===== src/rtl/seq_divider.sv =====
// Iterative restoring divider producing quotient and remainder, signed or unsigned, one quotient bit per clock.
// Latency: done high WIDTH+1 cycles after the accepting edge, or 1 cycle for divide-by-zero / signed MIN/-1.
// Backpressure: busy is high while an operation runs; start outside IDLE is dropped, never queued.
// Ports: clk/rst (sync, active-high); start, is_signed, dividend, divisor sampled in IDLE;
//        busy, done (1-cycle pulse), quotient, remainder, div_by_zero (held until next completion).
module seq_divider #(
    parameter int WIDTH = 64
) (
    input  logic             clk,
    input  logic             rst,
    input  logic             start,
    input  logic             is_signed,
    input  logic [WIDTH-1:0] dividend,
    input  logic [WIDTH-1:0] divisor,
    output logic             busy,
    output logic             done,
    output logic [WIDTH-1:0] quotient,
    output logic [WIDTH-1:0] remainder,
    output logic             div_by_zero
);

    localparam int CW = $clog2(WIDTH) + 1;
    localparam logic [WIDTH-1:0] MIN_VAL = {1'b1, {(WIDTH-1){1'b0}}};

    typedef enum logic [1:0] {IDLE, CALC, FINISH} state_t;

    state_t           state;
    logic [CW-1:0]    cnt;
    logic [WIDTH-1:0] q_reg;     // holds |dividend| initially, quotient bits shift in from the right
    logic [WIDTH-1:0] rem_reg;
    logic [WIDTH-1:0] dmag;
    logic [WIDTH-1:0] a_raw;     // original dividend, returned as remainder on divide-by-zero
    logic             neg_q;
    logic             neg_r;
    logic             dz_flag;
    logic             ovf_flag;

    // Operand decode, only meaningful in IDLE when start is sampled
    logic             a_neg, b_neg, in_dz, in_ovf;
    logic [WIDTH-1:0] a_mag, b_mag;

    always_comb begin
        a_neg  = is_signed & dividend[WIDTH-1];
        b_neg  = is_signed & divisor[WIDTH-1];
        a_mag  = a_neg ? (~dividend + 1'b1) : dividend;
        b_mag  = b_neg ? (~divisor + 1'b1) : divisor;
        in_dz  = (divisor == '0);
        in_ovf = is_signed && (dividend == MIN_VAL) && (divisor == '1);
    end

    // One restoring step. The partial remainder is always < |divisor| before
    // the shift, so the shifted value fits in WIDTH+1 bits and, when the trial
    // goes negative, the kept value fits back into WIDTH bits.
    logic [WIDTH:0] shifted, trial;

    always_comb begin
        shifted = {rem_reg, q_reg[WIDTH-1]};
        trial   = shifted - {1'b0, dmag};
    end

    always_ff @(posedge clk) begin
        if (rst) begin
            state       <= IDLE;
            busy        <= 1'b0;
            done        <= 1'b0;
            quotient    <= '0;
            remainder   <= '0;
            div_by_zero <= 1'b0;
            cnt         <= '0;
            q_reg       <= '0;
            rem_reg     <= '0;
            dmag        <= '0;
            a_raw       <= '0;
            neg_q       <= 1'b0;
            neg_r       <= 1'b0;
            dz_flag     <= 1'b0;
            ovf_flag    <= 1'b0;
        end else begin
            done <= 1'b0;
            case (state)
                IDLE: begin
                    if (start) begin
                        busy     <= 1'b1;
                        cnt      <= '0;
                        rem_reg  <= '0;
                        q_reg    <= a_mag;
                        dmag     <= b_mag;
                        a_raw    <= dividend;
                        neg_q    <= a_neg ^ b_neg;
                        neg_r    <= a_neg;
                        dz_flag  <= in_dz;
                        ovf_flag <= in_ovf;
                        state    <= (in_dz || in_ovf) ? FINISH : CALC;
                    end
                end
                CALC: begin
                    if (!trial[WIDTH]) begin
                        rem_reg <= trial[WIDTH-1:0];
                        q_reg   <= {q_reg[WIDTH-2:0], 1'b1};
                    end else begin
                        rem_reg <= shifted[WIDTH-1:0];
                        q_reg   <= {q_reg[WIDTH-2:0], 1'b0};
                    end
                    cnt <= cnt + CW'(1);
                    if (cnt == CW'(WIDTH - 1))
                        state <= FINISH;
                end
                FINISH: begin
                    busy  <= 1'b0;
                    done  <= 1'b1;
                    state <= IDLE;
                    if (dz_flag) begin
                        quotient    <= '1;
                        remainder   <= a_raw;
                        div_by_zero <= 1'b1;
                    end else if (ovf_flag) begin
                        quotient    <= MIN_VAL;
                        remainder   <= '0;
                        div_by_zero <= 1'b0;
                    end else begin
                        // Quotient negative when signs differ; remainder follows the dividend
                        quotient    <= neg_q ? (~q_reg + 1'b1) : q_reg;
                        remainder   <= neg_r ? (~rem_reg + 1'b1) : rem_reg;
                        div_by_zero <= 1'b0;
                    end
                end
                default: state <= IDLE;
            endcase
        end
    end

endmodule


===== config.mk =====
export PLATFORM = sky130hd
export DESIGN_NAME = seq_divider
export DESIGN_NICKNAME = d
export VERILOG_FILES = /design/src/rtl/seq_divider.sv
export SDC_FILE = /design/constraint.sdc
export NUM_CORES = 1
export LEC_CHECK = 0
export ABC_CLOCK_PERIOD_IN_PS = 4250
export BUFFER_PORTS_ARGS = -buffer_cell sky130_fd_sc_hd__buf_2
export CORE_MARGIN = 2
export CORE_UTILIZATION = 55
export DETAILED_ROUTE_END_ITERATION = 8
export HOLD_SLACK_MARGIN = 0.02
export PLACE_DENSITY = 0.85
export SLEW_MARGIN = 20
export SYNTH_ARGS = -nofsm -noshare
export SYNTH_HDL_FRONTEND = slang
export SYNTH_SLANG_ARGS = --single-unit

===== constraint.sdc =====
create_clock -name clk -period 4.25 [get_ports clk]
set_clock_uncertainty 0.2 [all_clocks]
set_input_delay 0.2125 -clock clk [delete_from_list [all_inputs] [get_ports clk]]
set_output_delay 0.2125 -clock clk [all_outputs]
set_load 0.05 [all_outputs]

# Word-level counts from Yosys, hierarchy flattened
# Cells that the tools add are included.
[word_totals]
regBits = 400
latchBits = 0
ram_bits = 0
romBits = 0
in_bits = 132
out_inout_bits = 131
elab_cells = 70
mem_count = 0
[op_classes]
n_addsub = 6
multipliers = 0
n_div = 0
order_cmp = 0
eq_ne = 7
shifts = 0
mux = 24
n_bitwise = 7
reduce_logical = 11
[op_table]
columns = ["op", "count"]
rows = [
  ["64-bit 2-to-1 mux", 11],
  ["64-bit by 1-bit adder with 64-bit output, second input constant", 4],
  ["64-bit inverter", 4],
  ["64-bit one-hot mux with 2 select lines", 2],
  ["64-bit equality test, second input constant", 2],
  ["65-bit by 64-bit subtractor with 65-bit output", 1],
  ["64-bit zero test", 1],
  ["7-bit one-hot mux with 2 select lines", 1],
  ["2-bit AND reduction", 4],
  ["7-bit by 1-bit adder with 7-bit output, second input constant", 1],
  ["7-bit by 6-bit equality test with 1-bit output, second input constant", 1],
  ["7-bit 2-to-1 mux", 1],
  ["2-bit 2-to-1 mux", 3],
  ["1-bit 2-to-1 mux", 4],
  ["2-bit inequality test, second input constant", 2],
  ["2-bit one-hot mux with 2 select lines", 1],
  ["2-bit nonzero test", 2],
  ["1-bit bitwise AND", 2],
  ["2-bit by 1-bit equality test with 1-bit output, second input constant", 1],
  ["2-bit equality test, second input constant", 1],
  ["1-bit logical AND", 2],
  ["2-bit zero test", 1],
  ["1-bit one-hot mux with 2 select lines", 1],
  ["1-bit logical OR", 1],
  ["1-bit XOR", 1],
]

# Depth between registers and ports, before layout
# Gate-level depths: netlist of run 1.
[depth]
ltp_word = 7
depth_mapped = 16
mapped_depth_nobuf = 14

# Worst setup path before layout of run 1
# No wires, ideal clock.
[synth_path]
path_kind = "reg-to-reg"
startpoint = "reg rem_reg[6]"
endpoint = "reg rem_reg[50]"
setup_time_ns = 0.120
arrival_ns = 3.196
t_required_ns = 3.930
setup_slack_ns = 0.735
stages_incl_launch_ff = 15
n_path_buf = 2
period_less_slack_ns = 3.515
path_cell_list = "dfxtp_1 > ha_1 > nand2_1 > or4b_2 > o22ai_1 > o22ai_1 > a21oi_1 > nor3_1 > o21ai_0 > and2_1 > o211ai_1 > clkbuf_1 > buf_2 > and3_1 > a211o_1"
[synth_via]
elab_chain_len = 3
[synth_rtl]
columns = ["item", "line_no", "rtl"]
rows = [
  ["start: declaration", "30", "logic [WIDTH-1:0] rem_reg;"],
  ["start signal: assignment", "98", "rem_reg <= trial[WIDTH-1:0];"],
  ["start signal: assignment", "101", "rem_reg <= shifted[WIDTH-1:0];"],
  ["65-bit by 64-bit subtractor with 65-bit output", "58", "trial = shifted - {1'b0, dmag};"],
  ["64-bit 2-to-1 mux", "97", "if (!trial[WIDTH]) begin"],
  ["64-bit one-hot mux with 2 select lines", "80", "case (state)"],
]
# No other way between the ends.
# A chain may end at the register's enable or synchronous reset.

# Final worst setup path of run 1
[layout_path]
startpoint = "in divisor[3]"
endpoint = "reg dmag[58]"
[layout_via]
elab_chain_len = 3
[layout_rtl]
columns = ["item", "line_no", "rtl"]
rows = [
  ["start: declaration", "14", "input logic [WIDTH-1:0] divisor,"],
  ["64-bit inverter", "46", "b_mag = b_neg ? (~divisor + 1'b1) : divisor;"],
  ["64-bit by 1-bit adder with 64-bit output", "46", ""],
  ["64-bit 2-to-1 mux", "46", ""],
  ["end signal: assignment", "87", "dmag <= b_mag;"],
  ["end: declaration", "31", "logic [WIDTH-1:0] dmag;"],
]
# No other way between the ends.

==> flow_summary.yaml, run 1 <==
sta:
  period_needed_ps: 4090
  slew_headroom_pct: 35.3
  fin_crit_sh_pct: 96.3
  max_freq_ghz: 0.244
  hold_viol_final: 0
  slew_viol_final: 0
  finalSetupTns_ps: 0
  rsz0062_at_grt: "true"
  setup_viol: 0
  setup_slack_ps: 158
  worst_slew_pin_slew_ps: 971
yosys:
  synth_top_area_share_pct: 32.7
  synth_area_mm2: 0.0245
  synthTopCellsByArea: "dfxtp_1 33%, nand2_1 7.2%, xnor2_1 6.5%, a21oi_1 5.9%, nor2_1 4.3%"
  syn_nets: 3443
  yosysTopAreaCell: "dfxtp_1"
  netlist-cell-type-count: 74
  postSynthCellCount: 3240
  avgSynthCellArea_um2: 7.57
  ys_seq_area_share_pct: 32.7
  synth_edf_count: 0
  ys_ff_latch: 400
  synth-async-reset-ratio_pct: 0
  yosysWarnings: 0
  synth_top_flop_cell: "dfxtp_1"
  synthTopCellsByCount: "473 x nand2_1, 400 x dfxtp_1, 291 x a21oi_1"
  yosysMostFrequentCell: "nand2_1"
routing:
  avgViaCountPerCell: 6.20
  postRouteAntennaNets: 0
  route.detailed.drc: 0
  dr.pass1.iters: 6
  num_vias: 26200
  postRouteWirelength_um: 82900
  first_iter_violations: 2984
  routedWlPerCell_um: 19.6
pwr:
  p_leak_nw: 12.6
  power_density_mw_per_mm2: 375
  power_mw: 11.2
  p_comb_share_pct: 25.6
  vdd_drop_max_mv: 0.267
  pwr-share-clk_pct: 35.8
  sw_frac_of_total_pct: 33.1
  power_frac_seq_pct: 38.6
  power.switching_mw: 3.71
  intPower_mw: 7.50
clock_tree:
  cts_buffers: 44
  cts_root_buf: "clkbuf_16"
  cts_max_level: 2
  clock-sinks: 400
  cts_tree: "built"
  clockBufferDepth: 3
  worstSkewPairLatency_ps: 590
  clk_pin_slew_worst_paths_ps: 60
worst_hold_path:
  hold_path.class: "flip-flop to flip-flop"
die:
  rows: 77
  die-area_mm2: 0.0463
  core_mm2: 0.0441
  die_h_um: 215
  fp.dieW_um: 215
  io_pins: 263
  initial_utilization_pct: 55.6
final_layout:
  layout.cells.non_filler: 4231
  post-route-util_pct: 67.8
  nNetsFinal: 3806
  syn_to_final_growth_pct: 22.0
  nFillCells: 3506
  drive_above_1_share_pct: 12.8
critical_path:
  critical_path.max_fanout: 7
  worstPathRequired_ps: 4530
  path_class: "primary input to flip-flop"
  crit_path_start_kind: "primary input"
  arrival_ps: 4380
  worst_setup_path_end_kind: "flip-flop"
grt:
  gr-total-overflow: 0
  grt_pass1_vias: 24400
  antenna_found_initial: 3
  grt_start_max_net_pins: 115
  grt_pass1_wl_um: 131000
  track_usage_pct: 34.4
run_status:
  status: "finished clean"
job:
  cap_violations: 0
placement:
  io_buffers: 262
  dp_worst_setup_slack_ps: 261
  place_hpwl_um: 55300
  dp.cells: 3947
  gp_congestion: 0.935
[cell usage in the layout (no fill, tap or decap), types with 13 or more instances in the layout]
master / netlist / final
buf_4: 0 / 64
nor2_1: 281 / 277
o31ai_1: 44 / 44
nor4_1: 28 / 28
nand4_1: 46 / 46
nand2_1: 473 / 471
inv_1: 134 / 134
o21ai_1: 16 / 17
dfxtp_1: 400 / 398
nor3_1: 59 / 58
a31oi_1: 44 / 44
dlygate4sd3_1: 0 / 202
nand3_1: 67 / 67
or3_1: 41 / 41
clkbuf_16: 0 / 44
or4_1: 20 / 20
a221oi_1: 28 / 28
xnor2_1: 183 / 183
clkbuf_8: 0 / 13
ha_1: 70 / 70
buf_2: 8 / 261
and3_1: 22 / 22
a22oi_1: 26 / 26
nand2b_1: 24 / 24
o41ai_1: 26 / 26
xor2_1: 120 / 120
and2_1: 14 / 13
a211oi_1: 61 / 61
or2_2: 15 / 15
a21o_1: 13 / 13
o21ai_0: 192 / 191
o22ai_1: 56 / 55
mux2i_1: 56 / 56
a21oi_1: 291 / 291
o221ai_1: 60 / 60
[critical path, cell delays in order]
cell and delay [ps]:
dlygate4sd3_1 530, buf_2 160, or3_1 430, or2_1 290
nor3_4 260, nand2_1 130, or3_1 360, or3b_4 460
nor4_4 390, nand2_1 140, o21ai_1 160, xor2_1 80
dlygate4sd3_1 560, a211oi_1 220
[timing repair]
item                                    CTS  global route
setup buffers                             0             0
endpoints found under the setup margin    0            39
hold endpoints to repair                222             0
hold buffers                            202             0
resized for setup                         0             5
[power groups by stage]
stage	combinational (mW)	clock [mW]	sequential [mW]
finish	2.87	4.02	4.33
global route	3.12	4.19	4.36
CTS	2.76	4.02	4.31
detailed placement	2.56	0	4.39
global placement	2.53	0	4.37
floorplan	1.83	0	4.39
[layout make-up]
class,instances,area [um^2],share of cell area (%)
Multi-Input combinational cell,2491,15200,51.0
Clock buffer,63,1300,4.35
Sequential cell,400,8010,26.8
Clock inverter,16,209,0.699
Inverter,135,507,1.69
Tap cell,592,741,2.48
Timing Repair Buffer,531,3880,13.0
Antenna cell,3,7.51,0.0251
[logic make-up (layout without fill, tap and decap cells)]
group | after synthesis | in the layout | synth area share [%]
other | 0 | 3 | 0
muxes | 56 | 56 | 2.29
xor gates and xnor gates | 303 | 303 | 10.8
DFF | 400 | 400 | 32.7
buffers and inverters | 349 | 745 | 5.42
and+or+nand+nor | 1138 | 1138 | 21.4
AOI/OAI and AO/OA | 923 | 923 | 23.8
adders and majority gates | 71 | 71 | 3.65
[final timing paths]
path / cells after the start / from / to / slack (ps)
worst max register to register: 16 / dmag[7]$_SDFFE_PP0P_ / rem_reg[10]$_SDFFE_PP0P_ / 280
worst min register to register: 2 / dmag[59]$_SDFFE_PP0P_ / dmag[59]$_SDFFE_PP0P_ / 250
worst min-delay path: 2 / dmag[59]$_SDFFE_PP0P_ / dmag[59]$_SDFFE_PP0P_ / 250
worst max-delay path: 14 / divisor[3] / dmag[58]$_SDFFE_PP0P_ / 160
[metrics by stage]
| step | hold WS [ps] | instance area (um^2) |
|---|---|---|
| 3_5_place_dp | 239 | 26300 |
| 2_1_floorplan | 148 | 24500 |
| 5_1_grt | 267 | 29900 |
| 3_3_place_gp | 231 | 26300 |
| 6_report | 249 | 29900 |
| 4_1_cts | 251 | 29900 |
[layer usage]
layer / wire [um] / share of wire [%] / track usage, %
met4: 4970 / 6.0 / 18.9
met1: 33200 / 40 / 44.8
met5: 0 / 0 / 0
met3: 7990 / 9.6 / 5.86
met2: 36800 / 44 / 54.3
(Power assumes the default switching activity.)
==> run 2, diff against run 1 <==
Settings changed: CORE_UTILIZATION 55 to 50, PLACE_DENSITY 0.85 to 0.8.
==> flow_summary.yaml, run 2 (synthesis results as in run 1) <==
die:
  rows: 81
  die-area_mm2: 0.0508
  fp.dieW_um: 225
  initial_utilization_pct: 50.4
  core_mm2: 0.0486
  die_h_um: 225
  io_pins: 263
placement:
  gp_congestion: 0.976
  io_buffers: 262
  dp_worst_setup_slack_ps: 348
  place_hpwl_um: 56900
  dpl-instance-area_mm2: 0.0265
  dp.cells: 3981
pwr:
  power_frac_seq_pct: 37.9
  p_comb_share_pct: 25.4
  pwr-share-clk_pct: 36.6
  power.switching_mw: 3.74
  power_mw: 11.4
  vdd_drop_max_mv: 0.308
  intPower_mw: 7.67
  sw_frac_of_total_pct: 32.8
  p_leak_nw: 12.7
  power_density_mw_per_mm2: 379
clock_tree:
  worstSkewPairLatency_ps: 590
  cts_root_buf: "clkbuf_16"
  clock-sinks: 400
  cts_buffers: 44
  clk_pin_slew_worst_paths_ps: 60
  cts_max_level: 2
  clockBufferDepth: 3
  cts_tree: "built"
critical_path:
  path_class: "primary input to flip-flop"
  crit_path_start_kind: "primary input"
  worstPathRequired_ps: 4570
  critical_path.max_fanout: 5
  worst_setup_path_end_kind: "flip-flop"
  worstRegToRegCells: 13
  cp-startpoint: "divisor[3]"
  arrival_ps: 4570
  reg2reg_from: "dmag[7]$_SDFFE_PP0P_"
grt:
  antenna_found_initial: 2
  grt_pass1_wl_um: 128000
  grt_start_max_net_pins: 117
  grt_pass1_vias: 23900
  track_usage_pct: 31.3
  gr-total-overflow: 0
final_layout:
  nNetsFinal: 3813
  layout_common_cells: "470 x nand2_1, 397 x dfxtp_1, 291 x a21oi_1"
  syn_to_final_growth_pct: 22.9
  nFillCells: 4171
  drive_above_1_share_pct: 13.3
  layout.cells.non_filler: 4269
  layout.cells.most_common: "nand2_1"
  multi_input_area_mm2: 0.0153
  stdcell_area_mm2: 0.0301
  regArea_mm2: 0.00801
sta:
  slew_headroom_pct: 33.1
  setup_viol: 0
  setup_slack_ps: 1.43
  slew_viol_final: 0
  worst_slew_pin_slew_ps: 1000
  fin_crit_sh_pct: 100
  period_needed_ps: 4250
  hold_viol_final: 0
  max_freq_ghz: 0.235
routing:
  avgViaCountPerCell: 6.05
  postRouteAntennaNets: 0
  postRouteWirelength_um: 82500
  route.detailed.drc: 0
  routedWlPerCell_um: 19.3
  first_iter_violations: 2417
  num_vias: 25800
  dr.pass1.iters: 6
job:
  cap_violations: 0
worst_hold_path:
  min_from: "a_raw[31]$_SDFFE_PP0P_"
  hold_path.class: "flip-flop to flip-flop"
  whs_path_depth: 2
run_status:
  status: "finished clean"
==> run 2: cell types whose count changed in the layout (fill, tap and decap cells not counted), sizes merged <==
cell | before | now
clkinvlp | 4 | 3
bufinv | 4 | 6
diode | 3 | 2
clkinv | 6 | 8
inv | 137 | 138
clkbuf | 63 | 61
buf | 329 | 336
==> run 2: final timing paths <==
kind / to / slack (ps)
worst max-delay path: dmag[47]$_SDFFE_PP0P_ / 1
worst min-delay path: a_raw[31]$_SDFFE_PP0P_ / 250
worst max register to register: rem_reg[54]$_SDFFE_PP0P_ / 280
worst min register to register: a_raw[31]$_SDFFE_PP0P_ / 250
==> run 2: area by class of cell <==
type,instances,area share (%)
tap,622,2.58
clock inverter,20,0.893
sequential,400,26.6
timing repair buffer,538,13.2
clock buffer,61,4.34
inverter,135,1.68
multi-input combinational,2491,50.7
antenna,2,0.0166
==> run 2: power groups by stage <==
stage,clock network [mW],logic [mW],registers [mW]
floorplan,0,1.83,4.39
global placement,0,2.56,4.38
CTS,4.19,2.81,4.31
detailed placement,0,2.58,4.39
global route,4.34,3.18,4.36
finish,4.18,2.90,4.33
==> run 2: timing repair <==
item                                   CTS  global route
setup endpoints to repair                0            54
hold buffers                           202             0
resized for setup                        0            12
endpoints found under the hold margin  197             0
buffers inserted                         0             3
==> run 2: worst max-delay path, stage by stage <==
cell,delay (ps)
dlygate4sd3_1,550
buf_2,180
or3_1,460
nor4_2,290
buf_4,180
and3_2,260
nor3b_2,180
buf_4,150
and2_1,190
nand2b_1,150
o21ai_0,300
xor2_1,110
dlygate4sd3_1,560
a211oi_1,220
dlygate4sd3_1,570
==> run 2: through the flow <==
| stage | hold slack [ps] | TNS, ps | util [%] |
|---|---|---|---|
| after global routing | 264 | -320 | 61.9 |
| after global placement | 235 | 0 | 54.4 |
| after CTS | 233 | 0 | 61.8 |
| after detailed placement | 244 | 0 | 54.4 |
| final | 250 | 0 | 61.9 |
| after floorplan | 148 | 0 | - |
==> run 2: per-layer routing <==
metal,track usage (%),up-vias,share of wire (%)
li1,-,12300,-
met1,40.8,11900,41
met2,49.7,1328,44
met3,6.01,280,9.0
met4,15.4,0,5.1
met5,0,-,0
